**src/rtl/aes_round_ctrl_pkg.sv**
```systemverilog
// Shared AES-128 constants and the round controller state encoding,
// used by the controller, key expansion and round datapath.
package aes_round_ctrl_pkg;

  localparam int AES_NR = 10;
  localparam int AES_RW = 4;

  typedef enum logic [2:0] {
    IDLE,
    KEY_SETTLE,
    ARK0,
    KEY_STEP,
    EXEC,
    DONE
  } ctrl_state_t;

endpackage

```
**src/rtl/aes_round_ctrl_if.sv**
```systemverilog
// Key, plaintext and ciphertext handshakes between the rx logic / consumer
// (master side) and the AES round controller (slave side).
interface aes_round_ctrl_if;

  logic key_valid;
  logic key_ready;
  logic in_valid;
  logic in_ready;
  logic out_valid;
  logic out_ready;

  modport master (
    output key_valid,
    output in_valid,
    output out_ready,
    input  key_ready,
    input  in_ready,
    input  out_valid
  );

  modport slave (
    input  key_valid,
    input  in_valid,
    input  out_ready,
    output key_ready,
    output in_ready,
    output out_valid
  );

endinterface

```
**src/rtl/aes_round_ctrl.sv**
```systemverilog
// AES-128 encrypt sequencer: loads the key, then walks each block through
// ARK0 and NR rounds, alternating key-step and execute cycles.
module aes_round_ctrl
  import aes_round_ctrl_pkg::*;
#(
  parameter int NR = AES_NR,
  parameter int RW = AES_RW
) (
  input  logic            clk,
  input  logic            n_rst,
  aes_round_ctrl_if.slave hs,
  output logic            key_load_o,
  output logic [RW-1:0]   cur_round_o,
  output logic            data_load_o,
  output logic            ark0_en_o,
  output logic            round_en_o,
  output logic            final_round_o,
  output logic            busy_o
);

  ctrl_state_t   state_q, state_d;
  logic [RW-1:0] round_q, round_d;
  logic          key_loaded_q, key_loaded_d;

  always_ff @(posedge clk or negedge n_rst) begin
    if (!n_rst) begin
      state_q      <= IDLE;
      round_q      <= '0;
      key_loaded_q <= 1'b0;
    end else begin
      state_q      <= state_d;
      round_q      <= round_d;
      key_loaded_q <= key_loaded_d;
    end
  end

  // Key requests take priority over a pending block in IDLE; the block waits.
  always_comb begin
    state_d       = state_q;
    round_d       = round_q;
    key_loaded_d  = key_loaded_q;
    hs.key_ready  = 1'b0;
    hs.in_ready   = 1'b0;
    hs.out_valid  = 1'b0;
    key_load_o    = 1'b0;
    data_load_o   = 1'b0;
    ark0_en_o     = 1'b0;
    round_en_o    = 1'b0;
    final_round_o = 1'b0;

    unique case (state_q)
      IDLE: begin
        hs.key_ready = 1'b1;
        hs.in_ready  = key_loaded_q;
        round_d      = '0;
        if (hs.key_valid) begin
          key_load_o = 1'b1;
          state_d    = KEY_SETTLE;
        end else if (hs.in_valid && key_loaded_q) begin
          data_load_o = 1'b1;
          state_d     = ARK0;
        end
      end
      KEY_SETTLE: begin
        key_loaded_d = 1'b1;
        state_d      = IDLE;
      end
      ARK0: begin
        ark0_en_o = 1'b1;
        round_d   = RW'(1);
        state_d   = KEY_STEP;
      end
      KEY_STEP: begin
        state_d = EXEC;
      end
      EXEC: begin
        round_en_o = 1'b1;
        if (round_q == RW'(NR)) begin
          final_round_o = 1'b1;
          state_d       = DONE;
        end else begin
          round_d = round_q + RW'(1);
          state_d = KEY_STEP;
        end
      end
      DONE: begin
        hs.out_valid = 1'b1;
        if (hs.out_ready) begin
          round_d = '0;
          state_d = IDLE;
        end
      end
      default: begin
        state_d = IDLE;
        round_d = '0;
      end
    endcase
  end

  assign cur_round_o = round_q;
  assign busy_o      = (state_q != IDLE);

endmodule

```
**src/flat_wrapper.sv**
```systemverilog
// flat-port wrapper written by rule: the top's interface ports become plain ports
module aes_round_ctrl_flat import aes_round_ctrl_pkg::*;
#(
  parameter int NR = AES_NR,
  parameter int RW = AES_RW
)
  (clk, n_rst, key_load_o, cur_round_o, data_load_o, ark0_en_o, round_en_o, final_round_o, busy_o, hs_key_valid, hs_in_valid, hs_out_ready, hs_key_ready, hs_in_ready, hs_out_valid);
  aes_round_ctrl_if hs_i ();
  input  logic clk;
  input  logic n_rst;
  output logic key_load_o;
  output logic [RW-1:0] cur_round_o;
  output logic data_load_o;
  output logic ark0_en_o;
  output logic round_en_o;
  output logic final_round_o;
  output logic busy_o;
  input wire logic [$bits(hs_i.key_valid)-1:0] hs_key_valid;
  input wire logic [$bits(hs_i.in_valid)-1:0] hs_in_valid;
  input wire logic [$bits(hs_i.out_ready)-1:0] hs_out_ready;
  output wire logic [$bits(hs_i.key_ready)-1:0] hs_key_ready;
  output wire logic [$bits(hs_i.in_ready)-1:0] hs_in_ready;
  output wire logic [$bits(hs_i.out_valid)-1:0] hs_out_valid;
  assign hs_i.key_valid = hs_key_valid;
  assign hs_i.in_valid = hs_in_valid;
  assign hs_i.out_ready = hs_out_ready;
  assign hs_key_ready = hs_i.key_ready;
  assign hs_in_ready = hs_i.in_ready;
  assign hs_out_valid = hs_i.out_valid;
  aes_round_ctrl #(.NR(NR), .RW(RW)) u_core (.clk(clk), .n_rst(n_rst), .hs(hs_i), .key_load_o(key_load_o), .cur_round_o(cur_round_o), .data_load_o(data_load_o), .ark0_en_o(ark0_en_o), .round_en_o(round_en_o), .final_round_o(final_round_o), .busy_o(busy_o));
endmodule
```
**config.mk**
```make
export PLATFORM = sky130hd
export DESIGN_NAME = aes_round_ctrl_flat
export DESIGN_NICKNAME = d
export VERILOG_FILES = /design/src/rtl/aes_round_ctrl_pkg.sv /design/src/rtl/aes_round_ctrl_if.sv /design/src/rtl/aes_round_ctrl.sv /design/src/flat_wrapper.sv
export SDC_FILE = /design/constraint.sdc
export NUM_CORES = 1
export LEC_CHECK = 0
export ABC_AREA = 0
export CORE_AREA = 2 2 39 41
export DETAILED_ROUTE_END_ITERATION = 10
export DIE_AREA = 0 0 41 43
export MAX_ROUTING_LAYER = met4
export PLACE_DENSITY = 0.7
export SLEW_MARGIN = 20
export SYNTH_ARGS = -nofsm -noshare
export SYNTH_HDL_FRONTEND = slang
export SYNTH_SLANG_ARGS = --single-unit
```
**constraint.sdc**
```tcl
create_clock -name clk -period 1.55 [get_ports clk]
set_input_delay 0.2325 -clock clk [delete_from_list [all_inputs] [get_ports clk]]
set_output_delay 0.2325 -clock clk [all_outputs]
set_load 0.1 [all_outputs]
```
[After elaboration in Yosys (flattened, before gate mapping)]
Cells that the tools add are included.
Operators by class
  bitwise operators: 1
  reductions and logical operators: 6
  eq/ne operators: 9
  muxes and demuxes: 20
  $add $sub $neg: 1
Operators by type and width (number)
  4-bit one-hot mux with 4 select lines: 1
  3-bit one-hot mux with 5 select lines: 1
  1-bit two-way mux: 12
  3-bit two-way mux: 4
  4-bit two-way mux: 2
  3-bit by 2-bit == test with 1-bit output, second input constant: 2
  3-bit == test, second input constant: 2
  4-bit by 1-bit adder with 4-bit output, second input constant: 1
  4-bit == test, second input constant: 1
  2-bit inequality test, second input constant: 2
  3-bit by 1-bit == test with 1-bit output, second input constant: 1
  3-bit logical NOT: 1
  3-bit by 2-bit inequality test with 1-bit output, second input constant: 1
  3-bit AND reduction: 1
  3-bit nonzero test: 1
  2-bit AND reduction: 1
  2-bit OR reduction: 1
  1-bit logical AND: 1
  1-bit NOT: 1
Word-level totals
  output and inout port bits: 13
  bits of input ports: 5
  register bits after elaboration: 8

[Logic depth before layout (Yosys ltp)]
  depth after elaboration: 4
  depth in mapped cells: 5

[Worst setup path before layout]
No wires, ideal clock.
  path kind: flip-flop to output port
  start point: register u_core.state_q[0]
  end point: output data_load_o
  cell stages (with the launch flop): 5
  arrival: 4.732 ns
  path slack: -3.414 ns
  cells stage by stage: dfrtp_1 > buf_2 > nor3_2 > inv_2 > nor3_1
Between the ends
  cells in the longest elaborated chain, start to end: 2
Ends and longest elaborated chain
  start: declaration: line aes_round_ctrl.sv:21  | ctrl_state_t state_q, state_d;
  start signal: assignment: line aes_round_ctrl.sv:31  | state_q <= state_d;
  3-bit logical NOT: line aes_round_ctrl.sv:51  | unique case (state_q)
  1-bit two-way mux: line aes_round_ctrl.sv:51
  end: declaration: line flat_wrapper.sv:13  | output logic data_load_o;
Every way passes these cells.

[Final worst setup path]
  start point: register u_core.state_q[2]
  end point: output data_load_o
The elaborated chain is that of the path after synthesis.

==> run metrics <==
initial DRC count 6; CTS clk-pin slew, worst paths around 0.050 ns; top cell type's share of synthesized area 39.2%; CTS tree yes; hold_ws about 0.26 ns; slew of the pin with the lowest slew margin around 0.37 ns; CTS sink cnt 8; IO Count 18; Num CTS Buffers 3; Seq/Total Area, Yosys between 30% and 40%; Clock Tree Buf Depth 2; die width slightly above 40 µm; routed len/inst approximately 13 µm; status finished with violations; fin worst setup slack -0.104 ns; Setup crit end kind output pin; CTS root buffer clkbuf_4; Antenna Cells 0; antenna viol nets, final 0; area delta synth->final 95.8%; worst path arrival time about 1.4 ns; Crit Path Class reg -> out; fin crit period approximately 1.7 ns; Placed Cells between 90 and 100; Critical Path Start u_core.state_q[2]$_DFFE_PN0P_; Layout Skew about 0.0021 ns; vias per inst 5.04; Pins Over Slew Limit 0; RSZ-0062 raised after global routing true; commonest cells after routing, fill and taps aside buf_12, buf_4, dfrtp_1, clkdlybuf4s50_1, buf_6; synthesis warning total 0; first-pass GRT wire length around 1900 µm; largest net degree at the start of global routing 11; number of global-route vias before repair 457; Core Region 1380 µm²; synth unique cells 29; register bit total from synthesis 8; Max Fclk between 600 and 700 MHz; GRT Util Overall between 10% and 20%; CP max FO 3; violated checks negative setup slack; die span in y about 43 µm; layout cell share with drive strength beyond 1 just over 50%; initial antenna violation count 0; initial core utilization 36.9%; drt first pass iters 4; DP HPWL between 1000 and 1500 µm; die area between 1500 and 2000 µm²; Cell Count, Final, Fillers Out 99; synthesized cell area 510 µm²; row cnt 14; IO Port Bufs 17; worst r2r src u_core.cur_round_o[1]$_DFFE_PN0P_; Final Setup Violations 7; Synth Area per Inst about 10 µm²; HP Class in -> async; share of the cycle needed by the critical path after routing 107%; net count after synthesis 59; DRC viols 0; Slew HR between 70% and 80%; maxcap violations 0; Worst-Skew Late Latency around 0.25 ns; Hold Vio Cnt, Final 0; drt total wl 1260 µm; Final #Nets 91; Synth area leader dfrtp_1; routability cong. 0.717; WP data required about 1.3 ns; commonest non-fill, non-tap cell in the layout buf_12; Post-Syn Instances between 50 and 60; top cells by area, synth dfrtp_1, ha_1, nor3b_4; H-tree Lvls 1; DR vias about 500; setup TNS -0.377 ns; global route overflow 0; crit path launch type flop
==> stage by stage <==
step / util, % / area, µm² / worst slack, ns
floorplan: - / 567 / -1.27
detailed placement: 66.8 / 925 / 0.0990
global placement: 66.8 / 925 / 0.0954
global route: 72.2 / 1000 / -0.181
finish: 72.2 / 1000 / -0.104
CTS: 70.9 / 981 / -0.110
==> worst max-delay path: stages, from the launching register on <==
cell	delay, ns
dfrtp_1	0.40
nor3_4	0.20
bufinv_8	0.22
nor3_4	0.15
buf_12	0.20
==> path summary, 6_finish.rpt <==
kind | endpoint | slack (ns) | cells after the start
min reg2reg | u_core.key_loaded_q$_DFFE_PN0N_ | 0.54 | 1
max in group asynchronous | u_core.cur_round_o[0]$_DFFE_PN0P_ | 1.00 | 1
max reg2reg | u_core.cur_round_o[1]$_DFFE_PN0P_ | 0.10 | 6
min in group clk | u_core.key_loaded_q$_DFFE_PN0N_ | 0.54 | 1
min | u_core.cur_round_o[1]$_DFFE_PN0P_ | 0.26 | 1
max | data_load_o | -0.10 | 4
==> what timing repair did <==
action                                  4_1_cts  5_1_grt
cloned                                        0        0
endpoints found under the setup margin        6        6
setup buffers                                 2        3
hold buffers                                  0        0
gates resized for setup                       6        2
pin swaps                                     5        0
==> state kept, by name (all words and copies together), names as in the netlist <==
signal	count
u_core.key_loaded_q	1
u_core.cur_round_o	4
u_core.state_q	3
==> final cells by class <==
cell class                      count  area [µm²]
Multi-Input combinational cell     37         310
Timing Repair Buffer               30         413
Inverter                            4        28.8
Sequential cell                     8         201
Tap cell                           16        20.0
Fill cell                          98         384
Clock buffer                        4        26.3
==> routing by layer <==
metal	up-vias	track usage (%)	share of wire, %	wire length (µm)
met1	235	23.6	44	552
met4	0	4.00	0	0
met3	0	7.85	4.8	61
met5	-	-	0	0
met2	12	22.2	51	650
li1	252	-	-	-
==> Yosys cell counts <==
master and n:
dfrtp_1 8, inv_1 3, nand2_1 3, nand3_1 3
a22o_1 2, a31oi_1 2, and2_1 2, and3b_1 2
ha_1 2, nand3b_1 2, nor2_1 2, nor3_1 2
nor3b_1 2, o21ai_1 2, a21o_1 1, a221oi_1 1
a22oi_2 1, buf_2 1, buf_4 1, buf_6 1
inv_2 1, mux2i_1 1, nand2b_1 1, nand4b_1 1
nor3_2 1, nor3b_4 1, o22ai_1 1, o31ai_1 1
or2_1 1
==> cell families after synthesis <==
family / share of synthesized area [%]
fa+ha+maj: 4.90
compound gates: 16.2
mux: 1.96
simple gates: 30.1
flops: 39.2
buf+inv: 7.60
Power is not shown: default switching activity piles up to over one toggle a cycle in this logic, so the estimate is an artifact.
